===== config.mk =====
export PLATFORM = sky130hd
export DESIGN_NAME = gc_dram_host_master
export DESIGN_NICKNAME = d
export VERILOG_FILES = /design/src/rtl/gc_dram_pkg.sv /design/src/rtl/gc_req_fifo.sv /design/src/rtl/gc_dram_host_master.sv
export SDC_FILE = /design/constraint.sdc
export NUM_CORES = 1
export LEC_CHECK = 0
export ABC_AREA = 1
export CORE_MARGIN = 2
export CORE_UTILIZATION = 50
export CTS_CLUSTER_SIZE = 25
export DETAILED_ROUTE_END_ITERATION = 12
export PLACE_DENSITY = 0.77
export SLEW_MARGIN = 5
export SYNTH_ARGS = -nofsm -noshare
export SYNTH_HDL_FRONTEND = slang
export SYNTH_SLANG_ARGS = --single-unit

===== constraint.sdc =====
create_clock -name clk -period 12.7 [get_ports clk]
set_clock_uncertainty 0.2 [all_clocks]
set_input_delay 3.175 -clock clk [delete_from_list [all_inputs] [get_ports clk]]
set_output_delay 3.175 -clock clk [all_outputs]
set_load 0.05 [all_outputs]

===== src/rtl/gc_dram_pkg.sv =====
// Shared types and constants for the GC-DRAM host-side initiator.
package gc_dram_pkg;

    localparam int unsigned BANK_W   = 3;
    localparam int unsigned ROW_W    = 7;
    localparam int unsigned ADDR_W   = BANK_W + ROW_W;
    localparam int unsigned DATA_W   = 64;
    // Tag width carried through the request FIFO; the top checks its TAG_W against this.
    localparam int unsigned GC_TAG_W = 4;

    typedef struct packed {
        logic                we;
        logic [ADDR_W-1:0]   addr;
        logic [DATA_W-1:0]   wdata;
        logic [GC_TAG_W-1:0] tag;
    } gc_req_t;

    typedef enum logic [1:0] {
        IDLE    = 2'd0,
        RD_WAIT = 2'd1,
        RETRY   = 2'd2
    } gc_host_state_t;

endpackage


===== src/rtl/gc_req_fifo.sv =====
// Synchronous request FIFO of gc_req_t. The ready flag is registered and is
// low while in reset; a push is only taken when ready is already high, so a
// full FIFO never accepts a push in the same cycle that it pops.
module gc_req_fifo
    import gc_dram_pkg::*;
#(
    parameter int unsigned DEPTH = 4
) (
    input  logic    clk,
    input  logic    rst,
    input  logic    push,
    input  gc_req_t push_data,
    input  logic    pop,
    output gc_req_t head,
    output logic    empty,
    output logic    ready
);

    localparam int unsigned PTR_W = $clog2(DEPTH);
    localparam int unsigned CNT_W = PTR_W + 1;
    localparam logic [CNT_W-1:0] FULL_CNT = CNT_W'(DEPTH);

    gc_req_t          mem [DEPTH];
    logic [PTR_W-1:0] wr_ptr;
    logic [PTR_W-1:0] rd_ptr;
    logic [CNT_W-1:0] count;
    logic [CNT_W-1:0] count_next;
    logic             do_push;
    logic             do_pop;

    assign do_push = push & ready;
    assign do_pop  = pop & ~empty;
    assign empty   = (count == '0);
    assign head    = mem[rd_ptr];

    // Occupancy next state; push+pop together leaves the count unchanged.
    always_comb begin
        count_next = count;
        case ({do_push, do_pop})
            2'b10:   count_next = count + CNT_W'(1);
            2'b01:   count_next = count - CNT_W'(1);
            default: count_next = count;
        endcase
    end

    // Pointers, count and the registered not-full flag.
    always_ff @(posedge clk) begin
        if (!rst) begin
            wr_ptr <= '0;
            rd_ptr <= '0;
            count  <= '0;
            ready  <= 1'b0;
        end else begin
            // DEPTH is a power of two, so natural pointer overflow wraps modulo DEPTH.
            if (do_push) wr_ptr <= wr_ptr + PTR_W'(1);
            if (do_pop)  rd_ptr <= rd_ptr + PTR_W'(1);
            count <= count_next;
            ready <= (count_next != FULL_CNT);
        end
    end

    // Storage; contents are don't-care while the FIFO is empty.
    always_ff @(posedge clk) begin
        if (do_push) begin
            mem[wr_ptr] <= push_data;
        end
    end

endmodule


===== src/rtl/gc_dram_host_master.sv =====
// Host-side initiator for the GC-DRAM controller. Client requests are queued
// in gc_req_fifo and issued only while the controller is not refreshing. Read
// data is captured the cycle after issue; a read whose return cycle hits a
// refresh is re-issued from the retry register, blocking younger requests.
// Optional statistics counters are enabled by defining GC_HOST_STATS_EN.
module gc_dram_host_master
    import gc_dram_pkg::*;
#(
    parameter int unsigned DEPTH = 4,
    parameter int unsigned TAG_W = 4
) (
    input  logic              clk,
    input  logic              rst,
    input  logic              req_valid,
    output logic              req_ready,
    input  logic              req_we,
    input  logic [ADDR_W-1:0] req_addr,
    input  logic [DATA_W-1:0] req_wdata,
    input  logic [TAG_W-1:0]  req_tag,
    output logic              rsp_valid,
    output logic [DATA_W-1:0] rsp_data,
    output logic [TAG_W-1:0]  rsp_tag,
    input  logic              ctl_busy,
    output logic              ctl_we,
    output logic              ctl_re,
    output logic [ADDR_W-1:0] ctl_waddr,
    output logic [ADDR_W-1:0] ctl_raddr,
    output logic [DATA_W-1:0] ctl_wdata,
    input  logic [DATA_W-1:0] ctl_rd
`ifdef GC_HOST_STATS_EN
    ,
    output logic [31:0]       stat_stall,
    output logic [15:0]       stat_retry
`endif
);

    if (TAG_W != GC_TAG_W) begin : g_bad_tag_w
        $error("gc_dram_host_master: TAG_W must equal gc_dram_pkg::GC_TAG_W");
    end

    if (DEPTH < 2 || (DEPTH & (DEPTH - 1)) != 0) begin : g_bad_depth
        $error("gc_dram_host_master: DEPTH must be a power of two and at least 2");
    end

    gc_host_state_t    state;
    gc_req_t           push_req;
    gc_req_t           head;
    logic              fifo_empty;
    logic              fifo_ready;
    logic              issue_head;
    logic              issue_retry;
    logic [ADDR_W-1:0] retry_addr;
    logic [TAG_W-1:0]  retry_tag;

    assign push_req.we    = req_we;
    assign push_req.addr  = req_addr;
    assign push_req.wdata = req_wdata;
    assign push_req.tag   = req_tag;
    assign req_ready      = fifo_ready;

    gc_req_fifo #(
        .DEPTH (DEPTH)
    ) u_fifo (
        .clk       (clk),
        .rst       (rst),
        .push      (req_valid),
        .push_data (push_req),
        .pop       (issue_head),
        .head      (head),
        .empty     (fifo_empty),
        .ready     (fifo_ready)
    );

    // Issue decode: head only from IDLE, retry only from RETRY, never during refresh or reset.
    always_comb begin
        issue_head  = rst & (state == IDLE) & ~fifo_empty & ~ctl_busy;
        issue_retry = rst & (state == RETRY) & ~ctl_busy;
        ctl_we      = issue_head & head.we;
        ctl_re      = (issue_head & ~head.we) | issue_retry;
        ctl_waddr   = '0;
        ctl_wdata   = '0;
        ctl_raddr   = '0;
        if (ctl_we) begin
            ctl_waddr = head.addr;
            ctl_wdata = head.wdata;
        end
        if (issue_retry) begin
            ctl_raddr = retry_addr;
        end else if (ctl_re) begin
            ctl_raddr = head.addr;
        end
    end

    // Read-tracking FSM with registered response outputs.
    always_ff @(posedge clk) begin
        if (!rst) begin
            state      <= IDLE;
            retry_addr <= '0;
            retry_tag  <= '0;
            rsp_valid  <= 1'b0;
            rsp_data   <= '0;
            rsp_tag    <= '0;
        end else begin
            rsp_valid <= 1'b0;
            case (state)
                IDLE: begin
                    if (issue_head && !head.we) begin
                        retry_addr <= head.addr;
                        retry_tag  <= head.tag;
                        state      <= RD_WAIT;
                    end
                end
                RD_WAIT: begin
                    // Controller holds stale rd during refresh, so a busy return cycle is lost.
                    if (!ctl_busy) begin
                        rsp_valid <= 1'b1;
                        rsp_data  <= ctl_rd;
                        rsp_tag   <= retry_tag;
                        state     <= IDLE;
                    end else begin
                        state <= RETRY;
                    end
                end
                RETRY: begin
                    if (!ctl_busy) begin
                        state <= RD_WAIT;
                    end
                end
                default: state <= IDLE;
            endcase
        end
    end

`ifdef GC_HOST_STATS_EN
    // Saturating stall and retry counters.
    always_ff @(posedge clk) begin
        if (!rst) begin
            stat_stall <= '0;
            stat_retry <= '0;
        end else begin
            if (!fifo_empty && ctl_busy && stat_stall != '1) begin
                stat_stall <= stat_stall + 32'd1;
            end
            if (issue_retry && stat_retry != '1) begin
                stat_retry <= stat_retry + 16'd1;
            end
        end
    end
`else
    // Statistics disabled: no counters are built.
`endif

endmodule


* Word-level counts from Yosys, hierarchy flattened
Memories as Yosys holds them, arrays and structs flattened. A register that Yosys moved wholly into a read port is not among the register bits.
Index checks and enable logic that the tools add are counted.
** Cells by class
- Add/sub/neg operators :: 4
- Reductions and logical operators :: 8
- Eq/ne operators :: 7
- Muxes and demuxes :: 14
- Bitwise gates (word level) :: 13
** Operator list (count)
- 64-bit two-way mux :: 1
- 10-bit two-way mux :: 3
- 2-bit two-way mux :: 5
- 1-bit bitwise AND :: 9
- 2-bit AND reduction :: 4
- 2-bit case mux with 3 select lines :: 1
- 3-bit case mux with 2 select lines :: 1
- 2-bit by 1-bit adder with 2-bit output, second input constant :: 2
- 2-bit by 1-bit equality test with 1-bit output, second input constant :: 2
- 2-bit equality test, second input constant :: 2
- 3-bit by 1-bit adder with 3-bit output, second input constant :: 1
- 3-bit logical NOT :: 1
- 1-bit two-way mux :: 3
- 3-bit != test, second input constant :: 1
- 1-bit inverter :: 3
- 3-bit by 1-bit subtractor with 3-bit output, second input constant :: 1
- 2-bit logical NOT :: 1
- 2-bit by 1-bit != test with 1-bit output, second input constant :: 1
- 2-bit != test, second input constant :: 1
- 1-bit logical AND :: 1
- 1-bit logical NOT :: 1
- 1-bit bitwise OR :: 1
** Storage, ports and cells
- Memories kept :: 1
- Register bits after elaboration :: 93
- Word-level logic and storage cells :: 57
- RAM bits :: 316
** Memory list
- u_fifo.mem :: depth 4, width 79, read ports 1, clocked after Yosys merged registers in 1, wr ports 1, RTL line gc_req_fifo.sv:23 : gc_req_t mem [DEPTH];

* Logic depth before layout (Yosys ltp)
- Depth in word-level cells :: 8
- Gate-level depth with buffers :: 14
- Gate-level depth less buffers :: 13

* By module
Synthesis repeated with hierarchy kept, for this count alone.
** Unflattened totals
- Cell total of the unflattened synthesis :: 1406
- Area, all modules :: 16095.4 µm²
** Modules (own cells, without submodules)
- gc_req_fifo :: cells each 829, seq. area each 9689.3 µm², area each 12189.2 µm², instances 1
- gc_dram_host_master :: cells each 577, seq. area each 1701.6 µm², area each 3906.2 µm², instances 1

* Worst setup path before layout
OpenSTA, ideal clock, no wires.
- Path kind :: in2out
- Start point :: in rst
- End point :: out ctl_wdata[54]
- Buffers on the path :: 2
- Path slack :: 4.629 ns
- Stages on the path :: 8
- Arrival :: 4.696 ns
- Data required time :: 9.325 ns
- Cell sequence :: buf_4 -> inv_2 -> nor2_4 -> nand2_2 -> nor2_8 -> nand3_2 -> buf_2 -> a21oi_1
** On the way
- Cells in the longest elaborated chain, start to end :: 5
** Ends and longest elaborated chain
- start: declaration :: RTL line gc_dram_host_master.sv:13 : input logic rst,
- 1-bit bitwise AND (3 in series) :: RTL line gc_dram_host_master.sv:76 : issue_head = rst & (state == IDLE) & ~fifo_empty & ~ctl_busy;
- 1-bit bitwise AND :: RTL line gc_dram_host_master.sv:78 : ctl_we = issue_head & head.we;
- 64-bit two-way mux :: RTL line gc_dram_host_master.sv:83 : if (ctl_we) begin
- end: declaration :: RTL line gc_dram_host_master.sv:28 : output logic [DATA_W-1:0] ctl_wdata,
No other way between the ends.

* Final worst setup path
- Start point :: in rst
- End point :: out ctl_wdata[0]
Same word-level chain as after synthesis.

==> results.yml <==
global_routing:
  grt_max_degree: 114
  track_usage: 0.2273
  grt_pass1_vias: 11180
  antenna_found_initial: 5
  grt_pass1_wl_mm: 59.89
  grt_overflow: 0
clock_tree:
  post_cts_buffers: 0
  path_clk_slew_ns: 0.06
  cts_resized: 0
  root_buffer: "clkbuf_16"
  clock_sinks: 411
  insertion_delay_ns: 0.52
  tritoncts: "built"
  clock_path_buffers: 3
  htreeDepth: 2
  numCtsBuffers: 42
  postCtsHoldBufs: 0
synth:
  synth_top_family_by_area: "simple AND/OR/NAND/NOR gates"
  synth_edf_count: 316
  synth.ff_latch_count: 411
  yosys.area_share.simple: 0.1441
  syn_area_mm2: 0.01625
  synth_top_area_frac: 0.5840
  ys.warnings.count: 0
  syn_avg_cell_area_um2: 11.14
  synthArstFlopShare: 0
  synth_flop_cell: "edfxtp_1"
  synthMuxAreaShare: 0
  synth_top_cells_by_area: "edfxtp_1 (58%), dfxtp_1 (12%), nor2_1 (7.3%)"
  synth_xor_area_frac: 0.001078
  syn_nets: 1611
  synth_compound_area_frac: 0.1057
  synthDistinctLibCells: 28
  yosysTopAreaCell: "edfxtp_1"
  synth_fa_ha_area_frac: 0.005082
  synth_seq_area_share: 0.7011
  synthCells: 1458
placed_design:
  gp_congestion: 0.7599
  postPlaceCellArea_mm2: 0.01953
  hpwl_mm: 23.73
  portBuffers: 302
timing:
  finalSetupViolations: 0
  rsz0062_at_grt: "no"
  slew_viol_final: 0
  max_freq_mhz: 102.4
  worst_pin_slew_ns: 1.224
  finalCritPeriodShare: 0.7692
  slew_headroom: 0.1839
  hold_viol: 0
  period_needed_ns: 9.768
  fin_tns_setup_ns: 0
power_and_ir_drop:
  cellInternalPower_uw: 2300
  swShare: 0.2396
  p_leak_uw: 0.007166
  combPwrFrac: 0.109
  vdd_ir_drop_max_mv: 0.1236
  totalPowerFinal_uw: 3025
  seq_power_share: 0.497
  switching_power_uw: 724.8
  power_frac_clock: 0.393
  power_per_cell_area_mw_per_mm2: 144.9
route:
  postRouteAntennaNets: 0
  drt-initial-drc-count: 773
  drtPass1Iterations: 5
  viasPerCell: 5.195
  wl_per_cell_um: 17.83
  drc: 0
  vias: 11430
  wirelength_mm: 39.23
setup_path:
  cp.depth: 10
  regToRegSetupSlack_ns: 9.72
  r2r_end: "retry_addr[2]"
  crit_path_start: "rst"
  worstRegToRegCells: 9
  start_kind: "input pin"
  crit_arrival_ns: 6.39
  cp.buffers_inverters: 5
  critPathSlowestCell: "clkdlybuf4s50_1"
  worstPathRequired_ns: 9.32
  cp_max_fo: 57
  crit_chain: "clkdlybuf4s50_1, buf_4, inv_2, nor2_4, nand2_2, nor2_8, nand3_4, buf_4, a21oi_1, clkdlybuf4s50_1"
  end_kind: "primary output"
  path_class: "in -> out"
  slowest_delay_ns: 0.85
  setup.worst_path.end: "ctl_wdata[0]"
  path_delay_family: "buffers and inverters"
die:
  die_h_um: 184.3
  dieWidth_um: 184.3
  core_mm2: 0.03229
  initial_core_util: 0.5032
  core.rowCount: 66
  ios: 303
  dieArea_mm2: 0.03395
layout:
  drive_gt1_frac: 0.07863
  mostFrequentLayoutCells: "edfxtp_1 (316), nor2_1 (311), clkdlybuf4s50_1 (302)"
  final_nets: 1876
  syn2layout_area_growth_pct: 28.51
  design_area_mm2: 0.02088
  layout_commonest_cell: "edfxtp_1"
job:
  maxCapViolCount: 0
status:
  status: "completed"
min_path:
  worstHoldPathType: "reg -> reg"
## registers in the layout, summed over array words and instances (netlist names), named ones only
register	flops
u_fifo.mem	316
rsp_data	64
retry_addr	10
retry_tag	4
rsp_tag	4
u_fifo.count	3
state	2
u_fifo.rd_ptr	2
u_fifo.wr_ptr	2
rsp_valid	1
u_fifo.ready	1
## per-layer routing
metal | vias up | GRT usage | part of all wire
met4 | 6 | 0.06272 | 0.023
met3 | 68 | 0.06402 | 0.087
met2 | 417 | 0.3903 | 0.48
li1 | 5529 | - | -
met5 | - | 0 | 0.00094
met1 | 5409 | 0.2825 | 0.41
## metrics by stage
step / setup slack (ns) / utilization / hold WS [ns] / std cells
finish: 2.932 / 0.6467 / 0.2598 / 2200
global placement: 3.023 / 0.6047 / 0.2484 / 2121
floorplan: 4.629 / - / 0.2616 / 1458
global route: 2.724 / 0.6465 / 0.2750 / 2198
detailed placement: 2.922 / 0.6047 / 0.2522 / 2121
CTS: 2.899 / 0.6463 / 0.2608 / 2197
## area by class of cell
type                       instances  area [um2]
antenna                            3       7.507
clock buffer                      50        1102
clock inverter                    26       240.2
fill                            2396       11410
inverter                          64       242.7
multi-input combinational        888        4208
sequential                       411       11400
tap                              442       553.0
timing repair buffer             316        3128
## kinds of logic (layout without fill, tap and decap cells)
logic type	Yosys count	in the layout
other	0	3
AOI/OAI and AO/OA	308	308
adders and majority gates	6	6
buffers and inverters	159	456
xor gates and xnor gates	2	2
and+or+nand+nor	572	572
DFF	411	411
## power by group through the flow
stage / Combinational [uW] / Sequential, uW / Clock, uW
3_5_place_dp: 332 / 1530 / 0
5_1_grt: 362 / 1510 / 1260
6_report: 331 / 1500 / 1190
2_1_floorplan: 190 / 1550 / 0
4_1_cts: 333 / 1500 / 1220
3_3_place_gp: 327 / 1530 / 0
## worst min-delay path by stage
stage / end / depth (start not counted) / from
4_1_cts: rsp_data[11] / 2 / rsp_data[11]
5_1_grt: rsp_data[20] / 2 / rsp_data[20]
3_5_place_dp: rsp_data[11] / 2 / rsp_data[11]
6_report: rsp_data[58] / 2 / rsp_data[58]
2_1_floorplan: rsp_tag[0] / 2 / retry_tag[0]
3_3_place_gp: rsp_data[38] / 2 / rsp_data[38]
## cell usage after synthesis, types with 10 or more instances
library cell and number:
a21oi_1 97, a21oi_2 40, buf_1 11, buf_2 34
clkbuf_1 41, dfxtp_1 95, edfxtp_1 316, inv_1 57
nand2_1 171, nand3_1 71, nor2_1 315, nor2_4 10
o211ai_1 10, o21ai_0 146, o21ai_1 15
## worst reg2reg max path, delay by kind of cell, from the launching register on
kind                   cells  cell delay (ns)
buffers and inverters      2             1.31
DFF                        1             0.67
and+or+nand+nor            7             0.69
Power figures use the tool's default switching activity.
